--- config.mk ---
export PLATFORM = sky130hd
export DESIGN_NAME = ucsbece154b_branch_resolve_flat
export DESIGN_NICKNAME = d
export VERILOG_FILES = /design/src/rtl/ucsbece154b_branch_resolve_if.sv /design/src/rtl/ucsbece154b_branch_resolve.sv /design/src/flat_wrapper.sv
export SDC_FILE = /design/constraint.sdc
export NUM_CORES = 1
export LEC_CHECK = 0
export ABC_AREA = 1
export ABC_CLOCK_PERIOD_IN_PS = 1900
export BUFFER_PORTS_ARGS = -buffer_cell sky130_fd_sc_hd__buf_4
export CAP_MARGIN = 30
export CORE_MARGIN = 2
export CORE_UTILIZATION = 53
export DETAILED_ROUTE_END_ITERATION = 12
export GPL_TIMING_DRIVEN = 0
export PLACE_DENSITY = 0.79
export SYNTH_ARGS = -nofsm -noshare
export SYNTH_HDL_FRONTEND = slang
export SYNTH_SLANG_ARGS = --single-unit
--- constraint.sdc ---
create_clock -name clk -period 1.9 [get_ports clk]
set_input_delay 0.095 -clock clk [delete_from_list [all_inputs] [get_ports clk]]
set_output_delay 0.095 -clock clk [all_outputs]
set_load 0.05 [all_outputs]
--- src/rtl/ucsbece154b_branch_resolve_if.sv ---
// Bundle between the fetch/decode/execute datapath and the branch resolve
// block. The block itself connects through the slave modport; the pipeline
// (or a testbench) connects through the master modport.
//
// Handshake: there is no valid/ready pair on this bundle. F-stage prediction
// metadata is sampled on every rising clk edge unless StallD_i/FlushD_i say
// otherwise, and all strobes are single-cycle level pulses that the predictor
// consumes on the next rising edge.
//
// Optional feature macro: BRANCH_STATS_EN adds BranchCount_o and
// MispredictCount_o.
interface ucsbece154b_branch_resolve_if #(
  parameter int NUM_BTB_ENTRIES = 32,
  parameter int NUM_GHR_BITS    = 5
);
  localparam int BTB_IDX_W = $clog2(NUM_BTB_ENTRIES);

  // Fetch-side prediction metadata
  logic [31:0]             pcF_i;
  logic                    BranchTakenF_i;
  logic [31:0]             BTBtargetF_i;
  logic [NUM_GHR_BITS-1:0] PHTreadaddressF_i;

  // Hazard unit controls
  logic                    StallD_i;
  logic                    FlushD_i;
  logic                    StallE_i;
  logic                    FlushE_i;

  // Execute-stage resolution
  logic [6:0]              opE_i;
  logic                    ActualTakenE_i;
  logic [31:0]             PCTargetE_i;

  // Predictor update and redirect outputs
  logic                    BTB_we_o;
  logic [BTB_IDX_W-1:0]    BTBwriteaddress_o;
  logic [65:0]             BTBwritedata_o;
  logic                    PHTwe_o;
  logic                    PHTincrement_o;
  logic [NUM_GHR_BITS-1:0] PHTwriteaddress_o;
  logic                    GHRreset_o;
  logic                    MispredictE_o;
  logic [31:0]             PCRedirect_o;
`ifdef BRANCH_STATS_EN
  logic [31:0]             BranchCount_o;
  logic [31:0]             MispredictCount_o;
`endif

  modport master (
    output pcF_i, BranchTakenF_i, BTBtargetF_i, PHTreadaddressF_i,
    output StallD_i, FlushD_i, StallE_i, FlushE_i,
    output opE_i, ActualTakenE_i, PCTargetE_i,
    input  BTB_we_o, BTBwriteaddress_o, BTBwritedata_o,
    input  PHTwe_o, PHTincrement_o, PHTwriteaddress_o,
    input  GHRreset_o, MispredictE_o, PCRedirect_o
`ifdef BRANCH_STATS_EN
    , input BranchCount_o, MispredictCount_o
`endif
  );

  modport slave (
    input  pcF_i, BranchTakenF_i, BTBtargetF_i, PHTreadaddressF_i,
    input  StallD_i, FlushD_i, StallE_i, FlushE_i,
    input  opE_i, ActualTakenE_i, PCTargetE_i,
    output BTB_we_o, BTBwriteaddress_o, BTBwritedata_o,
    output PHTwe_o, PHTincrement_o, PHTwriteaddress_o,
    output GHRreset_o, MispredictE_o, PCRedirect_o
`ifdef BRANCH_STATS_EN
    , output BranchCount_o, MispredictCount_o
`endif
  );
endinterface

--- src/rtl/ucsbece154b_branch_resolve.sv ---
// Execute-stage branch resolution for the gshare/BTB predictor.
// Carries each fetched instruction's prediction metadata through the D and E
// pipeline registers, compares it against the resolved outcome in E, and
// produces BTB/PHT/GHR update strobes plus the mispredict redirect.
//
// Optional feature macro: BRANCH_STATS_EN adds 32-bit wrapping counters of
// committed control-flow instructions and of mispredicts.
module ucsbece154b_branch_resolve #(
  parameter int NUM_BTB_ENTRIES = 32,
  parameter int NUM_GHR_BITS    = 5
) (
  input  logic                         clk,
  input  logic                         reset_ni,
  ucsbece154b_branch_resolve_if.slave  bus
);

  localparam int BTB_IDX_W = $clog2(NUM_BTB_ENTRIES);

  localparam logic [6:0] OP_BRANCH = 7'b1100011;
  localparam logic [6:0] OP_JAL    = 7'b1101111;
  localparam logic [6:0] OP_JALR   = 7'b1100111;

  typedef struct packed {
    logic                    valid;
    logic [31:0]             pc;
    logic                    pred_taken;
    logic [31:0]             pred_target;
    logic [NUM_GHR_BITS-1:0] pht_idx;
  } stage_t;

  stage_t d_q;
  stage_t e_q;

  // F->D register: flush clears the slot, stall holds it, otherwise capture F.
  always_ff @(posedge clk or negedge reset_ni) begin
    if (!reset_ni) begin
      d_q <= '0;
    end else if (bus.FlushD_i) begin
      d_q <= '0;
    end else if (!bus.StallD_i) begin
      d_q.valid       <= 1'b1;
      d_q.pc          <= bus.pcF_i;
      d_q.pred_taken  <= bus.BranchTakenF_i;
      d_q.pred_target <= bus.BTBtargetF_i;
      d_q.pht_idx     <= bus.PHTreadaddressF_i;
    end
  end

  // D->E register: same flush-over-stall priority as the D stage.
  always_ff @(posedge clk or negedge reset_ni) begin
    if (!reset_ni) begin
      e_q <= '0;
    end else if (bus.FlushE_i) begin
      e_q <= '0;
    end else if (!bus.StallE_i) begin
      e_q <= d_q;
    end
  end

  logic        is_b;
  logic        is_j;
  logic        is_cf;
  logic        commit;
  logic        act_taken;
  logic        target_diff;
  logic        mispredict;
  logic [31:0] pc_plus4;
  logic [31:0] tag_e;

  // E-stage classification and resolution; everything is qualified by validE
  // so an empty slot (including during reset) produces no strobes.
  always_comb begin
    is_b        = e_q.valid & (bus.opE_i == OP_BRANCH);
    is_j        = e_q.valid & ((bus.opE_i == OP_JAL) | (bus.opE_i == OP_JALR));
    is_cf       = is_b | is_j;
    commit      = e_q.valid & ~bus.StallE_i;
    act_taken   = is_j | (is_b & bus.ActualTakenE_i);
    target_diff = (e_q.pred_target != bus.PCTargetE_i);
    mispredict  = commit & is_cf &
                  ((e_q.pred_taken != act_taken) | (act_taken & target_diff));
    pc_plus4    = e_q.pc + 32'd4;
    tag_e       = {{(BTB_IDX_W+2){1'b0}}, e_q.pc[31:BTB_IDX_W+2]};
  end

  // Predictor update strobes and redirect, purely combinational from E.
  always_comb begin
    bus.MispredictE_o     = mispredict;
    bus.GHRreset_o        = mispredict;
    bus.PCRedirect_o      = act_taken ? bus.PCTargetE_i : pc_plus4;
    bus.PHTwe_o           = commit & is_b;
    // Gated by is_b so the output idles at 0 when E holds no branch.
    bus.PHTincrement_o    = is_b & bus.ActualTakenE_i;
    bus.PHTwriteaddress_o = e_q.pht_idx;
    // Allocate/refresh only on a taken control-flow instruction whose
    // predicted direction or target was wrong; not-taken never allocates.
    bus.BTB_we_o          = commit & is_cf & act_taken &
                            (~e_q.pred_taken | target_diff);
    bus.BTBwriteaddress_o = e_q.pc[BTB_IDX_W+1:2];
    // Target field is zeroed with an empty E slot so idle outputs read 0.
    bus.BTBwritedata_o    = {is_b, is_j, tag_e,
                             (e_q.valid ? bus.PCTargetE_i : 32'd0)};
  end

`ifdef BRANCH_STATS_EN
  logic [31:0] branch_count_q;
  logic [31:0] mispredict_count_q;

  // Committed control-flow and mispredict counters, wrapping at 2^32.
  always_ff @(posedge clk or negedge reset_ni) begin
    if (!reset_ni) begin
      branch_count_q     <= '0;
      mispredict_count_q <= '0;
    end else begin
      if (commit & is_cf) branch_count_q <= branch_count_q + 32'd1;
      if (mispredict)     mispredict_count_q <= mispredict_count_q + 32'd1;
    end
  end

  assign bus.BranchCount_o     = branch_count_q;
  assign bus.MispredictCount_o = mispredict_count_q;
`endif

endmodule

--- src/flat_wrapper.sv ---
// flat-port wrapper written by rule: the top's interface ports become plain ports
module ucsbece154b_branch_resolve_flat 
#(
  parameter int NUM_BTB_ENTRIES = 32,
  parameter int NUM_GHR_BITS    = 5
)
  (clk, reset_ni, bus_pcF_i, bus_BranchTakenF_i, bus_BTBtargetF_i, bus_PHTreadaddressF_i, bus_StallD_i, bus_FlushD_i, bus_StallE_i, bus_FlushE_i, bus_opE_i, bus_ActualTakenE_i, bus_PCTargetE_i, bus_BTB_we_o, bus_BTBwriteaddress_o, bus_BTBwritedata_o, bus_PHTwe_o, bus_PHTincrement_o, bus_PHTwriteaddress_o, bus_GHRreset_o, bus_MispredictE_o, bus_PCRedirect_o);
  ucsbece154b_branch_resolve_if #(.NUM_BTB_ENTRIES(NUM_BTB_ENTRIES), .NUM_GHR_BITS(NUM_GHR_BITS)) bus_i ();
  input  logic clk;
  input  logic reset_ni;
  input wire logic [$bits(bus_i.pcF_i)-1:0] bus_pcF_i;
  input wire logic [$bits(bus_i.BranchTakenF_i)-1:0] bus_BranchTakenF_i;
  input wire logic [$bits(bus_i.BTBtargetF_i)-1:0] bus_BTBtargetF_i;
  input wire logic [$bits(bus_i.PHTreadaddressF_i)-1:0] bus_PHTreadaddressF_i;
  input wire logic [$bits(bus_i.StallD_i)-1:0] bus_StallD_i;
  input wire logic [$bits(bus_i.FlushD_i)-1:0] bus_FlushD_i;
  input wire logic [$bits(bus_i.StallE_i)-1:0] bus_StallE_i;
  input wire logic [$bits(bus_i.FlushE_i)-1:0] bus_FlushE_i;
  input wire logic [$bits(bus_i.opE_i)-1:0] bus_opE_i;
  input wire logic [$bits(bus_i.ActualTakenE_i)-1:0] bus_ActualTakenE_i;
  input wire logic [$bits(bus_i.PCTargetE_i)-1:0] bus_PCTargetE_i;
  output wire logic [$bits(bus_i.BTB_we_o)-1:0] bus_BTB_we_o;
  output wire logic [$bits(bus_i.BTBwriteaddress_o)-1:0] bus_BTBwriteaddress_o;
  output wire logic [$bits(bus_i.BTBwritedata_o)-1:0] bus_BTBwritedata_o;
  output wire logic [$bits(bus_i.PHTwe_o)-1:0] bus_PHTwe_o;
  output wire logic [$bits(bus_i.PHTincrement_o)-1:0] bus_PHTincrement_o;
  output wire logic [$bits(bus_i.PHTwriteaddress_o)-1:0] bus_PHTwriteaddress_o;
  output wire logic [$bits(bus_i.GHRreset_o)-1:0] bus_GHRreset_o;
  output wire logic [$bits(bus_i.MispredictE_o)-1:0] bus_MispredictE_o;
  output wire logic [$bits(bus_i.PCRedirect_o)-1:0] bus_PCRedirect_o;
  assign bus_i.pcF_i = bus_pcF_i;
  assign bus_i.BranchTakenF_i = bus_BranchTakenF_i;
  assign bus_i.BTBtargetF_i = bus_BTBtargetF_i;
  assign bus_i.PHTreadaddressF_i = bus_PHTreadaddressF_i;
  assign bus_i.StallD_i = bus_StallD_i;
  assign bus_i.FlushD_i = bus_FlushD_i;
  assign bus_i.StallE_i = bus_StallE_i;
  assign bus_i.FlushE_i = bus_FlushE_i;
  assign bus_i.opE_i = bus_opE_i;
  assign bus_i.ActualTakenE_i = bus_ActualTakenE_i;
  assign bus_i.PCTargetE_i = bus_PCTargetE_i;
  assign bus_BTB_we_o = bus_i.BTB_we_o;
  assign bus_BTBwriteaddress_o = bus_i.BTBwriteaddress_o;
  assign bus_BTBwritedata_o = bus_i.BTBwritedata_o;
  assign bus_PHTwe_o = bus_i.PHTwe_o;
  assign bus_PHTincrement_o = bus_i.PHTincrement_o;
  assign bus_PHTwriteaddress_o = bus_i.PHTwriteaddress_o;
  assign bus_GHRreset_o = bus_i.GHRreset_o;
  assign bus_MispredictE_o = bus_i.MispredictE_o;
  assign bus_PCRedirect_o = bus_i.PCRedirect_o;
  ucsbece154b_branch_resolve #(.NUM_BTB_ENTRIES(NUM_BTB_ENTRIES), .NUM_GHR_BITS(NUM_GHR_BITS)) u_core (.clk(clk), .reset_ni(reset_ni), .bus(bus_i));
endmodule
==> results_tabular.tex <==
\begin{tabular}{lr}
\hline
Metric & Value \\
\hline
\multicolumn{2}{l}{\textbf{Outcome}} \\
\quad Status & complete, but fails checks \\
\quad Violated checks & negative setup slack \\
\multicolumn{2}{l}{\textbf{Route}} \\
\quad Total routed wirelength & approximately 34000 um \\
\quad Met3 wirelength from detailed routing & 4020 um \\
\quad Met2 WL post-DR & around 16000 um \\
\quad DR iter-0 viols & $\sim$1.4k \\
\quad Via-per-instance ratio & $\sim$5.7 \\
\quad WL/cell & between 20 and 25 um \\
\quad Detailed-router iteration count before antenna repair & 9 \\
\quad Via count & 9585 \\
\quad Remaining routing DRC violations & 0 \\
\quad Uppermost layer routed & met4 \\
\quad Post-DRT Antenna Nets & 0 \\
\quad Detailed-routing wirelength on met1 & between 10000 and 15000 um \\
\multicolumn{2}{l}{\textbf{Pwr}} \\
\quad Gate power share & between 20\% and 30\% \\
\quad Cell internal pwr & around 6000 uW \\
\quad Power density of the placed cells & just under 700 nW/um2 \\
\quad Net switching power & approximately 2800 uW \\
\quad Register share of total power & roughly 39\% \\
\quad IR drop worst, VDD & 0.593 mV \\
\quad Switching part of the total power & a little under a third \\
\quad Part of the total power dissipated in the clock network & around two fifths \\
\quad Leakage power figure & 0.00668 uW \\
\quad Power after layout & a little under 9000 uW \\
\multicolumn{2}{l}{\textbf{Logic synthesis}} \\
\quad Warning count from the yosys run & 0 \\
\quad Most frequently used flop master after synthesis & dfrtp\_1 \\
\quad Largest family of logic cells by synthesized area & simple AND/OR/NAND/NOR gates \\
\quad Multiplexer share of the synthesized area & 0\% \\
\quad Top cells by area, synth & dfrtp\_1 44\%, nand3\_1 13\%, nand2\_1 13\% \\
\quad Top-area cell type share of the netlist area & 44.2\% \\
\quad Synthesized-area fraction occupied by adder cells & 0.156\% \\
\quad EDFF count, synth & 0 \\
\quad Number of distinct library cells after synthesis & 36 \\
\quad Synth Area in Compound Gates & under 10\% \\
\quad Synthesized area per cell & roughly 7.3 um2 \\
\quad Sequential fraction of the synthesis area & between 40\% and 50\% \\
\quad Number of flip-flops and latches in the synthesized netlist & around 140 \\
\quad Most repeated cell in the gate-level netlist after synthesis & nand2\_1 \\
\quad Post-synthesis xor/xnor area fraction & 2.83\% \\
\quad Basic-gate share of the synthesized area counting and, or, nand and nor cells & 32.3\% \\
\quad Cell type with the largest total area after synthesis & dfrtp\_1 \\
\quad Area of the mapped netlist & 8040 um2 \\
\quad Top post-synthesis cells by count & 275 x nand2\_1, 208 x nand3\_1, 142 x dfrtp\_1, 126 x inv\_1, 71 x nor2\_1 \\
\quad Instance count of the mapped netlist & roughly 1.1k \\
\quad Async set-or-reset flop fraction in the synthesized netlist & between 90\% and 100\% \\
\multicolumn{2}{l}{\textbf{GRT}} \\
\quad Maximum number of pins on one net before global-route repair & slightly above 100 \\
\quad Via count of the first global-routing pass & 8998 \\
\quad Wire length of the first global-routing pass & $\sim$50000 um \\
\quad Grt ovf & 0 \\
\quad Global router's overall resource usage & between 40\% and 50\% \\
\quad Number of antenna violations at the first check in global routing & 0 \\
\multicolumn{2}{l}{\textbf{Critical path}} \\
\quad Slowest cell on the critical path & dfrtp\_2 \\
\quad Cell Chain, Critical Path & nand2\_4 -> inv\_2 -> nand2\_2 -> nor2\_8 -> nand2\_4 -> nor2\_4 -> nand4\_1 -> nand2\_1 -> nand2\_1 -> nand2\_2 -> buf\_8 \\
\quad Critical path endpoint category & output pin \\
\quad Worst Path Class, Setup & flip-flop to output pin \\
\quad Required @ worst endpoint & 1.80 ns \\
\quad Longest individual stage delay on the worst path & 0.46 ns \\
\quad Critical path data arrival time & roughly 2.2 ns \\
\quad Startpoint type of the worst setup path & flip-flop \\
\quad CP max FO & 5 \\
\multicolumn{2}{l}{\textbf{Clocking}} \\
\quad Clk Latency, worst-skew pair & about 0.43 ns \\
\quad Clock Sinks & between 100 and 150 \\
\quad Number of buffers on the longest clock path & 2 \\
\quad CTS tree & built \\
\quad TritonCTS buffer count & 17 \\
\quad Root buffer selected by CTS & clkbuf\_16 \\
\quad Clk pin slew, worst setup/hold paths & 0.06 ns \\
\quad CTS HTree Levels & 4 \\
\multicolumn{2}{l}{\textbf{Floorplanning}} \\
\quad Total core area & around 15000 um2 \\
\quad Count of boundary I/O pins & roughly 230 \\
\quad Die height & between 100 and 150 um \\
\quad Chip Width & around 130 um \\
\quad Area of the die & 16200 um2 \\
\quad FP Rows & 45 \\
\quad Initial core utilization & between 50\% and 60\% \\
\multicolumn{2}{l}{\textbf{Finish}} \\
\quad Sequential Area & about 3600 um2 \\
\quad Area taken by multi-input logic gates & around 4100 um2 \\
\quad Non-filler cells in the finished layout & 1676 \\
\quad Antenna cells & 0 \\
\quad Synthesis-to-finish area growth & 59.7\% \\
\quad NumNets Final & about 1.6k \\
\quad Final-layout fill cell count & between 800 and 900 \\
\quad Share of final-layout standard cells stronger than drive strength 1 & between 30\% and 40\% \\
\multicolumn{2}{l}{\textbf{STA}} \\
\quad Finish-stage setup viols & 35 \\
\quad Final Hold Viols & 0 \\
\quad Number of max-slew violations in the final report & 0 \\
\quad Final setup slack of the worst path & -0.414 ns \\
\quad Setup repair after global routing missed its margin & yes \\
\quad Max Freq & 432 MHz \\
\quad Period Utilization, post-route & 122\% \\
\quad Worst setup skew after layout & slightly below 0.008 ns \\
\quad Tightest slew margin relative to the limit & approximately three fifths \\
\quad Transition at the pin with the smallest max-transition slack & 0.599 ns \\
\quad Post-route minimum period & between 2 and 2.5 ns \\
\multicolumn{2}{l}{\textbf{Place}} \\
\quad Total half-perimeter wirelength after legalization and detailed placement & roughly 22000 um \\
\quad Number of buffers inserted by port buffering & 220 \\
\quad Placed cell count & roughly 1.5k \\
\quad Final weighted congestion in routability-driven placement & 0.953 \\
\multicolumn{2}{l}{\textbf{Min path}} \\
\quad Worst hold path class & input port to asynchronous set/reset pin \\
\multicolumn{2}{l}{\textbf{Job}} \\
\quad Total of max-cap violations & 0 \\
\hline
\end{tabular}
[cells in the final DEF (no fill, tap or decap), types with 11 or more instances in the layout]
cell type and instances:
buf_4 268, dlygate4sd3_1 73, buf_6 35, o21ai_0 67
nand3_1 204, clkbuf_16 18, o21ai_4 17, inv_1 125
nor2_4 11, nor2_1 58, nand2_2 23, nand2_4 25
xor2_1 11, dfrtp_1 132, clkbuf_1 41, nand2_1 229
buf_8 17
[final cells by class]
type,instances,share of cell area (%)
Clock inverter,13,1.08
Timing Repair Buffer,350,24.5
Buffer,107,5.20
Tap cell,188,1.83
Sequential cell,142,27.8
Multi-Input combinational cell,724,32.2
Inverter,133,4.00
Clock buffer,19,3.45
[critical path, delay by kind of cell, from the launching register on]
kind / cells / cell delay [ns]
and+or+nand+nor: 9 / 1.04
DFF: 1 / 0.46
buffers and inverters: 2 / 0.28
[final timing paths]
kind	from	endpoint	slack [ns]	cells after the start
max	u_core.bus.BTBwriteaddress_o[4]	bus_PCRedirect_o[29]	-0.41	11
min	reset_ni	u_core.d_q[49]	0.14	2
max reg2reg	u_core.bus.BTBwritedata_o[33]	u_core.bus.BTBwritedata_o[33]	0.80	4
min reg2reg	u_core.d_q[0]	u_core.d_q[0]	0.51	2
max in group asynchronous	reset_ni	u_core.e_q[18]	0.90	3
min in group clk	bus_StallE_i	u_core.bus.BTBwritedata_o[54]	0.27	4
[registers in the layout, indices dropped and copies added (netlist names)]
register                      cells
u_core.bus.BTBwriteaddress_o      5
u_core.bus.BTBwritedata_o        25
u_core.bus.PHTwriteaddress_o      5
u_core.d_q                       71
u_core.e_q                       36
[cell families after synthesis]
group | Yosys count
other | 1
adder cells (fa/ha/maj) | 1
AND/OR/NAND/NOR | 584
XOR/XNOR | 26
flip-flops | 142
buffers and inverters | 240
AO/OA/AOI/OAI | 106
[power groups by stage]
| stage | Sequential (uW) | Combinational, uW | Clock [uW] |
|---|---|---|---|
| 2_1_floorplan | 3350 | 989 | 0 |
| 3_3_place_gp | 3400 | 1590 | 0 |
| 3_5_place_dp | 3410 | 1620 | 0 |
| 4_1_cts | 3350 | 1880 | 3290 |
| 5_1_grt | 3380 | 2090 | 3450 |
| 6_report | 3370 | 1990 | 3350 |
[what timing repair did]
action | CTS | global route
gates resized for setup | 169 | 67
setup endpoints to repair | 39 | 45
buffers inserted | 33 | 22
endpoints found under the hold margin | 119 | 0
hold buffers | 73 | 0
pin swaps | 24 | 32
cloned | 5 | 1
[through the flow]
stage	setup TNS (ns)	utilization, %	cell area (um2)	worst slack, ns	hold slack (ns)
final	-11.36	85.4	12800	-0.414	0.137
after detailed placement	-9.78	67.5	10200	-0.455	0.0323
after CTS	-9.48	82.9	12500	-0.386	0.159
after global placement	-9.00	67.3	10100	-0.451	0.267
after floorplan	-0.734	-	8230	-0.124	-0.201
after global routing	-13.01	85.4	12800	-0.475	0.183
[layer usage]
metal / vias up / global-route usage, %
met5: - / 0
met4: 0 / 18.0
met3: 174 / 10.6
met2: 746 / 65.6
met1: 4475 / 50.1
li1: 4190 / -
No activity file was read; power rests on OpenSTA's default activity.
